--- src/rtl/arinc429_tx_line.sv ---
// ARINC 429 bipolar RZ transmitter: one 32-bit word per valid/ready handshake,
// LSB (ARINC bit 1) first, followed by a null gap, with optional odd parity in bit 32.
module arinc429_tx_line #(
  parameter int HALF_BIT_CLKS = 2,
  parameter int GAP_BITS      = 4,
  parameter int PAR_EN        = 1
) (
  input  logic        clock,
  input  logic        reset,
  input  logic [31:0] tx_data,
  input  logic        tx_valid,
  output logic        tx_ready,
  output logic        line_A,
  output logic        line_B,
  output logic        busy,
  output logic        tx_done
);

  localparam int HW       = (HALF_BIT_CLKS > 1) ? $clog2(HALF_BIT_CLKS) : 1;
  localparam int GAP_CLKS = 2 * GAP_BITS * HALF_BIT_CLKS;
  localparam int GW       = $clog2(GAP_CLKS);
  localparam logic [HW-1:0] HALF_LAST = HW'(HALF_BIT_CLKS - 1);
  localparam logic [GW-1:0] GAP_LAST  = GW'(GAP_CLKS - 1);

  typedef enum logic [1:0] {IDLE, DATA, GAP} state_t;

  state_t          state, state_d;
  logic [4:0]      bit_cnt, bit_d;
  logic [HW-1:0]   half_cnt, half_d;
  logic [GW-1:0]   gap_cnt, gap_d;
  logic            drv, drv_d;
  logic [31:0]     shreg, shreg_d;
  logic            line_a_d, line_b_d, ready_d, busy_d, done_d;

  function automatic logic odd_par(input logic [30:0] d);
    return ~^d;
  endfunction

  function automatic logic [31:0] frame_word(input logic [31:0] d);
    logic top;
    top = (PAR_EN != 0) ? odd_par(d[30:0]) : d[31];
    return {top, d[30:0]};
  endfunction

  // Next-state and next-output logic; outputs are registered from the next position
  always_comb begin
    state_d = state;
    bit_d   = bit_cnt;
    half_d  = half_cnt;
    gap_d   = gap_cnt;
    drv_d   = drv;
    shreg_d = shreg;
    case (state)
      IDLE: begin
        if (tx_valid && tx_ready) begin
          state_d = DATA;
          bit_d   = '0;
          half_d  = '0;
          drv_d   = 1'b1;
          shreg_d = frame_word(tx_data);
        end
      end
      DATA: begin
        if (half_cnt == HALF_LAST) begin
          half_d = '0;
          if (drv) begin
            drv_d = 1'b0;
          end else if (bit_cnt == 5'd31) begin
            state_d = GAP;
            bit_d   = '0;
            gap_d   = '0;
          end else begin
            bit_d   = bit_cnt + 5'd1;
            drv_d   = 1'b1;
            shreg_d = {1'b0, shreg[31:1]};
          end
        end else begin
          half_d = half_cnt + HW'(1);
        end
      end
      GAP: begin
        if (gap_cnt == GAP_LAST) begin
          state_d = IDLE;
          gap_d   = '0;
        end else begin
          gap_d = gap_cnt + GW'(1);
        end
      end
      default: state_d = IDLE;
    endcase

    line_a_d = (state_d == DATA) && drv_d && shreg_d[0];
    line_b_d = (state_d == DATA) && drv_d && !shreg_d[0];
    ready_d  = (state_d == IDLE);
    busy_d   = (state_d != IDLE);
    done_d   = (state == DATA) && (state_d == GAP);
  end

  always_ff @(posedge clock or negedge reset) begin
    if (!reset) begin
      state    <= IDLE;
      bit_cnt  <= '0;
      half_cnt <= '0;
      gap_cnt  <= '0;
      drv      <= 1'b0;
      line_A   <= 1'b0;
      line_B   <= 1'b0;
      tx_ready <= 1'b0;
      busy     <= 1'b0;
      tx_done  <= 1'b0;
    end else begin
      state    <= state_d;
      bit_cnt  <= bit_d;
      half_cnt <= half_d;
      gap_cnt  <= gap_d;
      drv      <= drv_d;
      line_A   <= line_a_d;
      line_B   <= line_b_d;
      tx_ready <= ready_d;
      busy     <= busy_d;
      tx_done  <= done_d;
    end
  end

  // Shift register is pure data; a reset returns the FSM to IDLE so its contents are don't-care
  always_ff @(posedge clock) begin
    shreg <= shreg_d;
  end

endmodule
--- config.mk ---
export PLATFORM = sky130hd
export DESIGN_NAME = arinc429_tx_line
export DESIGN_NICKNAME = d
export VERILOG_FILES = /design/src/rtl/arinc429_tx_line.sv
export SDC_FILE = /design/constraint.sdc
export NUM_CORES = 1
export LEC_CHECK = 0
export BUFFER_PORTS_ARGS = -buffer_cell sky130_fd_sc_hd__clkbuf_2
export CORE_ASPECT_RATIO = 1.25
export CORE_MARGIN = 1.5
export CORE_UTILIZATION = 56
export CTS_CLUSTER_DIAMETER = 200
export DETAILED_ROUTE_END_ITERATION = 10
export HOLD_SLACK_MARGIN = 0.1
export PLACE_DENSITY = 0.79
export SLEW_MARGIN = 10
export SYNTH_ARGS = -nofsm -noshare
export SYNTH_HDL_FRONTEND = slang
export SYNTH_SLANG_ARGS = --single-unit
--- constraint.sdc ---
create_clock -name clock -period 2.85 [get_ports clock]
set_input_delay 0 -clock clock [delete_from_list [all_inputs] [get_ports clock]]
set_output_delay 0 -clock clock [all_outputs]
set_load 0.005 [all_outputs]
### After elaboration in Yosys (flattened, before gate mapping)

Cells that the tools add are included.

* register bits: 50
* output and inout bits: 5
* input bits: 35
* logic and storage cells: 71

* $add $sub $neg: 3
* eq/ne operators: 11
* reduce and logical (&&, ||, !) cells: 16
* muxes and demuxes: 29

Operators by type and width (count)
* 32-bit two-way mux: 4
* 32-bit one-hot mux with 2 select lines: 1
* 31-bit XNOR reduction: 1
* 5-bit two-way mux: 4
* 4-bit two-way mux: 4
* 2-bit two-way mux: 5
* 2-bit != test, second input constant: 5
* 5-bit one-hot mux with 2 select lines: 1
* 4-bit one-hot mux with 2 select lines: 1
* 4-bit AND reduction: 2
* 1-bit two-way mux: 6
* 2-bit one-hot mux with 3 select lines: 1
* 2-bit nonzero test: 3
* 5-bit by 1-bit adder with 5-bit output, second input constant: 1
* 5-bit equality test, second input constant: 1
* 1-bit logical AND: 5
* 5-bit AND reduction: 1
* 4-bit by 1-bit adder with 4-bit output, second input constant: 1
* 2-bit by 1-bit equality test with 1-bit output, second input constant: 2
* 2-bit equality test, second input constant: 2
* 4-bit equality test, second input constant: 1
* 2-bit zero test: 2
* 1-bit one-hot mux with 2 select lines: 2
* 2-bit AND reduction: 1
* 2 further kinds: 2

### Depth between registers and ports, before layout

* depth in word-level cells: 8
* gate-level depth with buffers: 9
* gate-level depth less buffers: 8

### Worst setup path after synthesis

No wires, ideal clock.

* path kind: register to register
* start: register bit_cnt[0]
* end: register line_A
* path slack: 0.861 ns
* period minus slack after synthesis: 1.989 ns
* arrival: 1.870 ns
* cell stages (with the launch flop): 10
* library setup time: 0.119 ns
* cells stage by stage: dfrtp_1 ha_1 and3_1 ha_1 inv_1 and3_4 buf_6 or2_4 o21ai_2 and2_1

* elaborated cells on any way between the ends: 16
* those cells by class: eq/ne (2); mux (12); reduce/logical (2)

RTL lines
* from (decl): RTL line 28 `logic [4:0] bit_cnt, bit_d;`
* from (signal assigned): RTL line 113 `bit_cnt <= bit_d;`
* 5-bit equality test: RTL line 68 `end else if (bit_cnt == 5'd31) begin`
* 32-bit two-way mux: RTL line 68
* 32-bit two-way mux: RTL line 66 `if (drv) begin`
* 32-bit two-way mux: RTL line 64 `if (half_cnt == HALF_LAST) begin`
* 32-bit one-hot mux with 2 select lines: RTL line 53 `case (state)`
* via shreg_d[0]: RTL line 32 `logic [31:0] shreg, shreg_d;`
* 1-bit logical AND: RTL line 92 `line_a_d = (state_d == DATA) && drv_d && shreg_d[0];`
* via line_a_d: RTL line 33 `logic line_a_d, line_b_d, ready_d, busy_d, done_d;`
* to (signal assigned): RTL line 117 `line_A <= line_a_d;`
* to (decl): RTL line 13 `output logic line_A,`

The timed path passes the listed nets, and every way through them passes these cells. The select of a mux whose other input is x is not followed.
A chain may end at the register's enable or synchronous reset.

### Worst setup path in the final report

Ends and elaborated chain as after synthesis.

==> summary.txt <==
outcome: finished, final reports clean
maximum vdd drop: 543 uV
CP cell instances: ha_1 -> and3_1 -> ha_1 -> inv_1 -> and3_4 -> or2_4 -> o21ai_2 -> and2_1
clk buf depth: 2
I/O Buffers: 38
pwr dens: 846 nW/um^2
worst-margin pin slew: 0.472 ns
slowest CP cell: dfrtp_1
Sink Count: 50
register area: 1400 sq um
FF+latch count, synth: 50
Crit Path Category: reg -> reg
Unique masters post-synth: 35
Yosys top cell area share: 38.6%
worst r2r src: bit_cnt[0]$_DFFE_PN0P_
FF-to-FF setup slack: 0.74 ns
footprint of the multi-input gates: 952 sq um
Starting DRT DRC Count: 93
GRT Residual Overflow: 0
number of CTS-inserted buffers: 5
Die Area: 4720 sq um
setup bufs post-CTS: 0
final wirelength: 4.99 mm
maxcap violations: 0
sequential element share of the synthesized area: 58.1%
DIE WIDTH: 61.7 microns
Worst-path clk slew: 0.09 ns
Synth Warn #: 0
Critical Path Most Common Cell: ha_1
drt first pass iters: 4
vias post-DR: 1,702
largest net degree at the start of global routing: 35
Avg WL per Cell: 16.3 microns
Placer Congestion: 0.826
first-pass GRT wire length: 7.82 mm
Routed Antenna Nets: 0
Clk Latency, worst-skew pair: 0.31 ns
vias in the first global route: 1,726
Total Routing Usage GR: 22.9%
leakage power: 0.00132 uW
slowest stage delay, CP: 0.42 ns
# hold bufs at CTS: 32
sum of negative setup slack: 0 ns
initial core utilization: 58.9%
Reg2Reg Capture Point: line_A$_DFF_PN0_
relative slew slack: 68.6%
RSZ-0062 raised after global routing: no
fin crit share: 74.1%
share of cells above drive strength 1: 21.9%
DRC Markers: 0
row count: 26
Final nets: 288
vias per inst: 5.54
hold crit path type: in -> async
Die H: 76.4 microns
Mapped Avg Cell Area: 13.5 sq um
Synth Net Count: 217
Place WS: 0.748 ns
dpl hpwl: 3.14 mm
FF-to-FF path depth: 8
Syn Std Cell Area: 2410 sq um
CTS tree: built
CTS H-Tree Depth: 2
Startpoint Class: register
crit-path max FO: 33
Clock Skews: 0.00454 ns
Syn Inst Count: 179
Critical Path AT: 2.32 ns
filler cell count: 269
Synth-to-Final Area Change: 26.5%
CP Data Required Time: 3.05 ns
Fmax achieved: 474 MHz
Synth area leaders: edfxtp_1 39%, dfrtp_1 19%, a22o_1 11%
antenna diode count: 0
post-cts resize count: 0
I/O pins: 40
Max Slew Vio Count: 0
Core ar.: 4100 sq um
Fin. Hold Viols: 0
CTS root buffer: clkbuf_8
PnR worst setup slack: 0.738 ns
crit path time final: 2.11 ns
area leader, netlist: edfxtp_1
final setup fails: 0
initial antenna violation count: 0
Worst Setup End Kind: register
cells in the final DEF, fill, tap and decap left out, types with 2 or more instances in the layout:
cell type	count
nand3_1	9
o21ai_0	2
ha_1	3
a21oi_1	2
xnor3_1	4
xnor2_1	20
dlygate4sd3_1	32
clkbuf_2	38
clkbuf_8	5
and2_1	3
a31oi_1	2
buf_4	2
nor2b_1	2
nor2_1	2
nand2b_1	5
nand2_1	10
o21ai_1	3
inv_1	5
edfxtp_1	31
xnor2_2	2
xor2_1	2
a22o_1	31
a21o_1	2
dfrtp_1	18
cells by family after synthesis:
| logic type | share of synthesized area (%) |
|---|---|
| AND/OR/NAND/NOR | 8.55 |
| adder cells (fa/ha/maj) | 1.56 |
| flip-flops | 58.1 |
| multiplexers | 0.467 |
| AO/OA/AOI/OAI | 15.6 |
| XOR/XNOR | 13.1 |
| buffers and inverters | 2.70 |
critical path: cells and delay by family (launching register included):
kind | cells | cell delay [ns]
simple gates | 4 | 0.92
fa+ha+maj | 2 | 0.43
flops | 1 | 0.42
compound gates | 1 | 0.12
buf+inv | 1 | 0.11
metrics by stage:
step | total power, uW | utilization (%) | hold WS [ns] | std cells | instance area (sq um)
after floorplan | 1930 | - | -0.296 | 179 | 2410
after global placement | 2100 | 64.6 | -0.0508 | 267 | 2650
after detailed placement | 2150 | 64.6 | -0.0292 | 267 | 2650
after CTS | 2590 | 74.5 | 0.183 | 307 | 3050
after global routing | 2730 | 74.5 | 0.221 | 307 | 3050
final | 2580 | 74.5 | 0.171 | 307 | 3050
sequential cells by signal, summed over array words and instances (netlist names):
register,count
state,2
busy,1
line_B,1
gap_cnt,4
bit_cnt,5
drv,1
shreg,32
tx_ready,1
half_cnt,1
tx_done,1
line_A,1
layout make-up:
cell class	instances	share of cell area, %
multi-input cells	116	31.2
well taps	56	2.30
clock buffers	5	2.25
clock inverters	3	0.533
inverters	5	0.615
flip-flops and latches	50	45.9
repair buffers	72	17.2
cells in the mapped netlist:
master / n
a22o_1: 31
edfxtp_1: 31
xnor2_1: 20
dfrtp_1: 18
nand2_1: 10
nand3_1: 9
buf_2: 7
inv_1: 5
nand2b_1: 5
xnor3_1: 4
and2_1: 3
ha_1: 3
o21ai_1: 3
a21o_1: 2
a21oi_1: 2
a31oi_1: 2
nor2_1: 2
nor2b_1: 2
o21ai_0: 2
xnor2_2: 2
xor2_1: 2
a22oi_1: 1
a31o_1: 1
a32o_1: 1
and3_1: 1
and3_4: 1
buf_6: 1
dfxtp_1: 1
mux2_2: 1
nor2b_4: 1
nor3b_1: 1
o21ai_2: 1
o21bai_1: 1
or2_1: 1
or2_4: 1
where the power goes:
part / switching [uW] / internal [uW] / total [uW]
clock: 230 / 168 / 399
sequential: 132 / 1170 / 1300
combinational: 464 / 419 / 883
total: 827 / 1760 / 2580
how the worst max path moves through the flow:
stage / from / to / slack, ns / cells after the start
final: bit_cnt[0]$_DFFE_PN0P_ / line_A$_DFF_PN0_ / 0.74 / 8
after global routing: bit_cnt[0]$_DFFE_PN0P_ / line_A$_DFF_PN0_ / 0.63 / 8
after CTS: bit_cnt[0]$_DFFE_PN0P_ / line_A$_DFF_PN0_ / 0.75 / 8
after detailed placement: bit_cnt[0]$_DFFE_PN0P_ / line_A$_DFF_PN0_ / 0.75 / 8
after global placement: bit_cnt[0]$_DFFE_PN0P_ / shreg[6]$_DFFE_PP_ / 0.83 / 6
after floorplan: bit_cnt[0]$_DFFE_PN0P_ / line_A$_DFF_PN0_ / 0.86 / 9
per-layer routing:
| layer | vias to the layer above | GRT usage, % | part of all wire (%) |
|---|---|---|---|
| li1 | 804 | - | - |
| met1 | 835 | 30.8 | 44 |
| met2 | 48 | 34.4 | 50 |
| met3 | 15 | 5.77 | 4.1 |
| met4 | 0 | 10.0 | 2.7 |
| met5 | - | 0 | 0 |
Note: power is estimated with default switching activity, not from simulation.
